--- src/rtl/pwm_bank.sv ---
// pwm_bank: bank of NCH PWM channels sharing one prescaler and period counter.
// Ports: clkin/rst (sync, active high), cs/rdwr/addr/datain/dataout bus, pwm_out, prd_end.
module pwm_bank #(
  parameter int NCH = 4,
  parameter int CW  = 8
) (
  input  logic           clkin,
  input  logic           rst,
  input  logic           cs,
  input  logic           rdwr,
  input  logic [3:0]     addr,
  input  logic [15:0]    datain,
  output logic [15:0]    dataout,
  output logic [NCH-1:0] pwm_out,
  output logic           prd_end
);

  localparam logic [3:0] A_CTRL = 4'd0;
  localparam logic [3:0] A_PER  = 4'd1;
  localparam logic [3:0] A_PSC  = 4'd2;
  localparam logic [3:0] A_CNT  = 4'd3;

  logic [NCH-1:0] r_en;
  logic [NCH-1:0] r_pol;
  logic           r_run;
  logic [CW-1:0]  r_period;
  logic [15:0]    r_prescale;
  logic [CW-1:0]  r_duty [NCH];

  logic [CW-1:0]  r_period_act;
  logic [CW-1:0]  r_duty_act [NCH];
  logic [15:0]    r_psc;
  logic [CW-1:0]  r_cnt;
  logic [NCH-1:0] r_pwm;
  logic           r_prd_end;

  logic           w_wr;
  logic           w_tick;
  logic           w_wrap;
  logic [15:0]    w_rdata;

  assign w_wr   = cs & rdwr;
  assign w_tick = r_run & (r_psc == r_prescale);
  assign w_wrap = w_tick & (r_cnt == r_period_act);

  always_ff @(posedge clkin) begin
    if (rst) begin
      r_en       <= '0;
      r_pol      <= '0;
      r_run      <= 1'b0;
      r_period   <= '0;
      r_prescale <= '0;
    end else if (w_wr) begin
      if (addr == A_CTRL) begin
        r_en  <= datain[NCH-1:0];
        r_pol <= datain[8 +: NCH];
        r_run <= datain[15];
      end
      if (addr == A_PER)
        r_period <= datain[CW-1:0];
      if (addr == A_PSC)
        r_prescale <= datain;
    end
  end

  always_ff @(posedge clkin) begin
    for (int i = 0; i < NCH; i++) begin
      if (rst)
        r_duty[i] <= '0;
      else if (w_wr && addr == 4'(i + 4))
        r_duty[i] <= datain[CW-1:0];
    end
  end

  // Shadows follow the bus registers while stopped, and only
  // reload at the wrap tick while running. Non-blocking reads
  // mean a coinciding bus write lands in the next period.
  always_ff @(posedge clkin) begin
    if (rst) begin
      r_psc        <= '0;
      r_cnt        <= '0;
      r_prd_end    <= 1'b0;
      r_period_act <= '0;
      for (int i = 0; i < NCH; i++)
        r_duty_act[i] <= '0;
    end else if (!r_run) begin
      r_psc        <= '0;
      r_cnt        <= '0;
      r_prd_end    <= 1'b0;
      r_period_act <= r_period;
      for (int i = 0; i < NCH; i++)
        r_duty_act[i] <= r_duty[i];
    end else begin
      r_prd_end <= w_wrap;
      if (w_tick)
        r_psc <= '0;
      else
        r_psc <= r_psc + 16'd1;
      if (w_wrap) begin
        r_cnt        <= '0;
        r_period_act <= r_period;
        for (int i = 0; i < NCH; i++)
          r_duty_act[i] <= r_duty[i];
      end else if (w_tick) begin
        r_cnt <= r_cnt + 1'b1;
      end
    end
  end

  always_ff @(posedge clkin) begin
    if (rst) begin
      r_pwm <= '0;
    end else begin
      for (int i = 0; i < NCH; i++)
        r_pwm[i] <= (r_run & r_en[i] & (r_cnt < r_duty_act[i])) ^ r_pol[i];
    end
  end

  always_comb begin
    w_rdata = '0;
    case (addr)
      A_CTRL: begin
        w_rdata[NCH-1:0]  = r_en;
        w_rdata[8 +: NCH] = r_pol;
        w_rdata[15]       = r_run;
      end
      A_PER: w_rdata[CW-1:0] = r_period;
      A_PSC: w_rdata = r_prescale;
      A_CNT: w_rdata[CW-1:0] = r_cnt;
      default: begin
        for (int i = 0; i < NCH; i++)
          if (addr == 4'(i + 4))
            w_rdata[CW-1:0] = r_duty[i];
      end
    endcase
  end

  assign dataout = (cs & ~rdwr) ? w_rdata : 16'h0000;
  assign pwm_out = r_pwm;
  assign prd_end = r_prd_end;

endmodule

--- config.mk ---
export PLATFORM = sky130hd
export DESIGN_NAME = pwm_bank
export DESIGN_NICKNAME = d
export VERILOG_FILES = /design/src/rtl/pwm_bank.sv
export SDC_FILE = /design/constraint.sdc
export NUM_CORES = 1
export LEC_CHECK = 0
export BUFFER_PORTS_ARGS = -buffer_cell sky130_fd_sc_hd__buf_2
export CORE_MARGIN = 2
export CORE_UTILIZATION = 54
export DETAILED_ROUTE_END_ITERATION = 16
export PLACE_DENSITY = 0.76
export SLEW_MARGIN = 20
export SYNTH_ARGS = -nofsm -noshare
export SYNTH_HDL_FRONTEND = slang
export SYNTH_SLANG_ARGS = --single-unit
--- constraint.sdc ---
create_clock -name clkin -period 4.31 [get_ports clkin]
set_clock_uncertainty 0.2 [all_clocks]
set_input_delay 0 -clock clkin [delete_from_list [all_inputs] [get_ports clkin]]
set_output_delay 0 -clock clkin [all_outputs]
set_load 0.05 [all_outputs]
==> run summary, run 1 <==
• 28.79% — area share of the leading cell type in the synthesized netlist
• 45 — Boundary Pins
• 0% — async set-or-reset flop fraction in the synthesized netlist
• 0 — Max-cap violations
• 7759 µm² — final design area excluding fillers
• 2.99 ns — arrival time at the worst endpoint
• 64 — count of flip-flops with a built-in enable after synthesis
• 49 — Synth cell types
• sky130_fd_sc_hd__dfxtp_1 — most used flip-flop cell after synthesis
• 770 — final net count
• sky130_fd_sc_hd__and2_1 (70), sky130_fd_sc_hd__dfxtp_1 (70), sky130_fd_sc_hd__edfxtp_1 (64) — commonest cells after routing, fill and taps aside
• 26.32% — Total Routing Usage GR
• 25 — cts hold-fix bufs
• 4 — CTS H-tree depth
• 3.138 ns — Final min period
• 18.14 µm — Routed wire per std cell
• 414 — violation count after the first detailed-routing iteration
• 17 — TritonCTS Buffers
• 44 — buffers added on ports
• 64.33% — final core utilization
• 16,270 µm — total wirelength of the detailed-routed design
• 46 — pin count of the biggest net entering global routing
• 0 — remaining antenna violation count
• 6975 µm² — Placed Instance Area
• 0.42 ns — worst skew pair latency
• 134 — post-synthesis register bit count
• 318.6 MHz — FMAX
• 0 — post-CTS setup buffers
• 11,740 µm — DP Wirelength
• 13,270 µm² — overall die area
• flop — sort of element at the end of the critical path
• 5,052 — total via count after detailed routing
• 0 — Residual DRC
• 5 — number of iterations in the first detailed-routing pass
• 10.19 µm² — mean area per synthesized cell
• 4,981 — number of global-route vias before repair
• 0 — grt ovf
• 40 — standard-cell rows
• no — unrepaired setup endpoints after global routing
• completed — status
• 115.2 µm — die boundary width
• 55.35% — Initial Util
• primary input to flop — class of the tightest hold or removal check
• 12,060 µm² — Core Box Area
• flop — startpoint types
• 0 — initial antenna violation count
• 2847 µW — Tot Pwr
• 366.9 nW/µm² — pwr/cell area
• 655 — number of standard cells after synthesis
• 16.21% — area grow syn2layout
• 0.2898 mV — worst ir drop on vdd
• 43.90% — worst max-slew margin expressed relative to the limit
• 0 — Yosys warning total
• 4.16 ns — Worst Path Required
• 0.003064 µW — leakage power
• done — TritonCTS clock tree
• 115.2 µm — die extent in y
• 0 — final hold vios
• 6676 µm² — Syn Std Cell Area
• 0.8941 — GPL Wtd Cong
• 72.81% — period utilisation layout
• 2 — number of buffers between clock root and the deepest sink
• 0 — count of cells resized by post-cts repair
• 0.06 ns — clock-pin slew of the registers on the worst-case setup and hold paths
• 49.78% — portion of the post-synthesis area used by sequential elements
• 0 — Final Max Tran Viols
• flop to flop — classification of the worst setup path
• sky130_fd_sc_hd__clkbuf_16 — clock root buffer master
• 709 — nets in the synthesized netlist
• sky130_fd_sc_hd__edfxtp_1 (29%), sky130_fd_sc_hd__dfxtp_1 (21%), sky130_fd_sc_hd__and2_1 (6.6%) — ranking of synthesized cells by area
• 16 — Max Fanout on Critical Path
• 0 — n_diodes
• 13.03% — layout cells sized above 1
• sky130_fd_sc_hd__edfxtp_1 — library cell with the largest summed area after synthesis
• 0 — setup-violating endpoint count in the final report
• 5.632 — number of vias per cell after detailed routing
• 1.17 ns — worst-case register-to-register setup slack
• 0.8384 ns — slew at the pin closest to its max-slew limit
• 26,120 µm — wire length of the first global-routing pass
• 134 — clock tree sinks
• 0 ns — Final TNS setup
==> metal layers <==
layer,wire [µm],GRT usage (%),up-vias
li1,-,-,2393
met4,301,8.273,0
met1,7298,36.06,2467
met3,923,4.902,23
met5,0,0,-
met2,7746,42.75,169
==> layout make-up <==
cell class | count | area (µm²)
fill | 922 | 4303
sequential | 134 | 3323
multi-input combinational | 455 | 3068
timing repair buffer | 71 | 485.5
clock buffer | 17 | 425.4
tap | 168 | 210.2
inverter | 37 | 138.9
clock inverter | 15 | 107.6
==> path summary, 6_finish.rpt <==
kind	start	end	depth (start not counted)
max	r_run$_SDFFE_PP0P_	r_duty_act[0][2]$_DFFE_PP_	5
min	addr[3]	r_prescale[12]$_SDFFE_PP0P_	5
max reg2reg	r_run$_SDFFE_PP0P_	r_duty_act[0][2]$_DFFE_PP_	5
min reg2reg	r_psc[0]$_SDFF_PP0_	r_psc[0]$_SDFF_PP0_	1
==> logic make-up (layout without fill, tap and decap cells) <==
family	after synthesis	count (layout)	synth area share, %
AOI/OAI and AO/OA	86	86	8.190
buffers and inverters	66	140	4.366
xor gates and xnor gates	42	42	5.510
DFF	134	134	49.78
muxes	30	30	6.072
and+or+nand+nor	267	267	20.47
adders and majority gates	30	30	5.622
==> stage by stage <==
| stage | hold slack, ns | worst slack, ns | cells |
|---|---|---|---|
| 2_1_floorplan | -0.06403 | 1.430 | 655 |
| 3_3_place_gp | 0.04627 | 1.270 | 840 |
| 3_5_place_dp | 0.04663 | 1.205 | 840 |
| 4_1_cts | 0.1102 | 1.190 | 897 |
| 5_1_grt | 0.1685 | 1.046 | 897 |
| 6_report | 0.1319 | 1.172 | 897 |
==> power breakdown <==
group	switching [µW]	leakage [µW]	internal, µW	total (µW)
clock	554	0.000238	733	1290
combinational	101	0.00159	65.5	166
sequential	23.2	0.00124	1370	1390
==> worst max-delay path, stage by stage (launching register included) <==
cell	delay (ns)
sky130_fd_sc_hd__dfxtp_1	0.59
sky130_fd_sc_hd__o2111ai_1	0.19
sky130_fd_sc_hd__or4_4	0.62
sky130_fd_sc_hd__or3_4	0.43
sky130_fd_sc_hd__and2_1	0.29
sky130_fd_sc_hd__inv_1	0.46
==> state kept, by name, summed over array words and instances (netlist names) <==
register / count
prd_end: 1
r_psc: 16
r_duty_act: 32
r_cnt: 8
pwm_out: 4
r_period: 8
r_pol: 4
r_duty: 32
r_period_act: 8
r_en: 4
r_run: 1
r_prescale: 16
==> synthesized netlist by cell type, drive strengths merged (8+ instances only) <==
cell / number
a21oi: 46
a22o: 8
and2: 70
buf: 13
clkbuf: 16
dfxtp: 70
edfxtp: 64
ha: 30
inv: 36
mux2i: 18
mux4: 8
nand2: 61
nand2b: 13
nand3: 18
nor2: 56
nor3: 13
o21ai: 10
xnor2: 23
xor2: 19
Note: power is estimated with default switching activity, not from simulation.
==> run 2: changes to the inputs <==
- clock period: 4.31 -> 2.9 ns (I/O delays scaled with it)
==> run 2 against run 1 <==
  * Non-clock buffer count increased by 7
  * Routed wire length increased by 3.8%
  * Via count increased by 0.75%
  * Critical path type unchanged
  * Largest power group is now the clock network
  * Highest routed layer unchanged
==> run summary, run 2 (synthesized netlist as in run 1, its figures left out) <==
• 55.35% — Initial Util, unchanged
• 65.52% — final core utilization, was 64.33%
• r_duty_act[1][5]$_SDFFCE_PP0P_ — worst r2r dst, was r_duty_act[0][2]$_DFFE_PP_
• 16,880 µm — total wirelength of the detailed-routed design, was 16,270 µm
• 18.37% — area grow syn2layout, was 16.21%
• 17 — TritonCTS Buffers, unchanged
• 0.19 ns — worst-case register-to-register setup slack, was 1.17 ns
• r_prescale[14]$_SDFFE_PP0P_ — destination of the worst hold path, was r_prescale[12]$_SDFFE_PP0P_
• completed — status, unchanged
• flop — startpoint types, unchanged
• 134 — clock tree sinks, unchanged
• 115.2 µm — die extent in y, unchanged
• xnor2_1 > o221ai_1 > or4_4 > or3_4 > and2_1 > clkinv_1 — CP Cell Sequence, was o2111ai_1 > or4_4 > or3_4 > and2_1 > inv_1
• 16 — Max Fanout on Critical Path, unchanged
• 0.1418 ns — Worst Hold Slack, was 0.1319 ns
• 2 — number of buffers between clock root and the deepest sink, unchanged
• 44 — buffers added on ports, unchanged
• 6 — number of iterations in the first detailed-routing pass, was 5
• r_duty x32, r_duty_act x32 — largest registers, unchanged
• 0.06 ns — clock-pin slew of the registers on the worst-case setup and hold paths, about the same
• 48.29% — worst max-slew margin expressed relative to the limit, was 43.90%
• sky130_fd_sc_hd__clkbuf_16 — clock root buffer master, unchanged
• 12,060 µm² — Core Box Area, unchanged
• flop to flop — classification of the worst setup path, unchanged
• 0 ns — Final TNS setup, unchanged
• 0.1892 ns — least setup slack across all paths after layout, was 1.172 ns
• 45 — Boundary Pins, unchanged
• 6 — count of cells along the worst register-to-register path, was 5
• 580.8 nW/µm² — pwr/cell area, was 366.9 nW/µm²
• 0.8777 — GPL Wtd Cong, was 0.8941
• primary input to flop — class of the tightest hold or removal check, unchanged
• 4,901 — number of global-route vias before repair, was 4,981
• 0.7727 ns — slew at the pin closest to its max-slew limit, was 0.8384 ns
• 7903 µm² — final design area excluding fillers, was 7759 µm²
• 368.9 MHz — FMAX, was 318.6 MHz
• 2.58 ns — arrival time at the worst endpoint, was 2.99 ns
• 0 — final hold vios, unchanged
• 0.41 ns — worst skew pair latency, was 0.42 ns
• 0.3354 mV — worst ir drop on vdd, was 0.2898 mV
• 5 — Cells on Worst Hold Path, unchanged
• r_psc[6]$_SDFF_PP0_ — startpoint of the most critical register-to-register path, was r_run$_SDFFE_PP0P_
• 26,160 µm — wire length of the first global-routing pass, was 26,120 µm
• no — unrepaired setup endpoints after global routing, unchanged
• 93.48% — period utilisation layout, was 72.81%
• 41 — pin count of the biggest net entering global routing, was 46
• sky130_fd_sc_hd__or4_4 — slowest CP cell, unchanged
• 26.71% — Total Routing Usage GR, was 26.32%
• 14.67% — layout cells sized above 1, was 13.03%
• 2.711 ns — Final min period, was 3.138 ns
• flop — sort of element at the end of the critical path, unchanged
• 2.77 ns — Worst Path Required, was 4.16 ns
• 539 — violation count after the first detailed-routing iteration, was 414
• 0 — setup-violating endpoint count in the final report, unchanged
• 12,260 µm — DP Wirelength, was 11,740 µm
• 115.2 µm — die boundary width, unchanged
• 777 — final net count, was 770
• 13,270 µm² — overall die area, unchanged
• 888 — total of fill cells in the finished design, was 922
• 0 — Max-cap violations, unchanged
• 0 — Final Max Tran Viols, unchanged
• 0.2137 ns — pre-CTS worst setup slack, was 1.205 ns
• 0 — initial antenna violation count, unchanged
• 40 — standard-cell rows, unchanged
• 0.58 ns — slowest stage delay, CP, was 0.62 ns
• 0.003175 µW — leakage power, was 0.003064 µW
• 0 — grt ovf, unchanged
• 0 — count of cells resized by post-cts repair, unchanged
• 7086 µm² — Placed Instance Area, was 6975 µm²
• 0 — n_diodes, unchanged
• 5.631 — number of vias per cell after detailed routing, was 5.632
• addr[3] — critical hold path startpoint, unchanged
• 0 — Residual DRC, unchanged
• 4 — CTS H-tree depth, unchanged
• sky130_fd_sc_hd__and2_1 (70), sky130_fd_sc_hd__dfxtp_1 (70), sky130_fd_sc_hd__edfxtp_1 (64) — commonest cells after routing, fill and taps aside, unchanged
• 18.67 µm — Routed wire per std cell, was 18.14 µm
• 5,090 — total via count after detailed routing, was 5,052
• done — TritonCTS clock tree, unchanged
• 0 — remaining antenna violation count, unchanged
## run 2: worst max-delay path by stage
stage                              from                        endpoint  slack (ns)  cells past startpoint
finish              r_psc[6]$_SDFF_PP0_  r_duty_act[1][5]$_SDFFCE_PP0P_        0.19                      6
global route        r_psc[7]$_SDFF_PP0_  r_duty_act[1][1]$_SDFFCE_PP0P_         0.1                      7
CTS                 r_psc[6]$_SDFF_PP0_  r_duty_act[1][5]$_SDFFCE_PP0P_        0.20                      6
detailed placement  r_psc[6]$_SDFF_PP0_  r_duty_act[1][5]$_SDFFCE_PP0P_        0.21                      6
global placement    r_psc[6]$_SDFF_PP0_  r_duty_act[1][6]$_SDFFCE_PP0P_        0.25                      6
floorplan           r_psc[6]$_SDFF_PP0_      r_duty_act[0][0]$_DFFE_PP_        0.02                      8
## run 2: repair_timing
item                                   CTS  global route
buffers inserted                         0             0
endpoints found under the hold margin   77             0
hold buffers                            19             0
## run 2: worst max-delay path: cells and delay by family, from the launching register on
family	cells	cell delay (ns)
buffers and inverters	1	0.29
AOI/OAI and AO/OA	1	0.13
xor gates and xnor gates	1	0.14
and+or+nand+nor	3	1.20
DFF	1	0.41
## run 2: where the power goes
| group | leakage [µW] | internal [µW] | switching [µW] |
|---|---|---|---|
| registers | 0.00124 | 2040 | 37.6 |
| logic | 0.00162 | 98.7 | 148 |
| clock network | 0.000316 | 1490 | 782 |
| total | 0.00318 | 3620 | 968 |
## run 2: per-stage QoR
stage          total power, µW  std cells
3_5_place_dp              2337        853
5_1_grt                   4712        904
4_1_cts                   4602        904
6_report                  4590        904
3_3_place_gp              2327        853
2_1_floorplan             2249        655
## run 2: final cells by class
cell class              instances  area, µm²  share of cell area, %
clock buffers                  20      456.7                  5.779
clock inverters                12      170.2                  2.153
inverters                      37      138.9                  1.757
multi-input cells             455       3068                  38.82
flip-flops and latches        134       3323                  42.05
well taps                     168      210.2                  2.660
repair buffers                 78      535.5                  6.776
## run 2: metal layers
metal  routed length (µm)  GRT usage (%)  vias up
met5                    0              0        -
met4                  493          10.76        0
met3                 1656          6.220       42
met2                 7782          41.96      244
met1                 6950          35.99     2388
li1                     -              -     2416
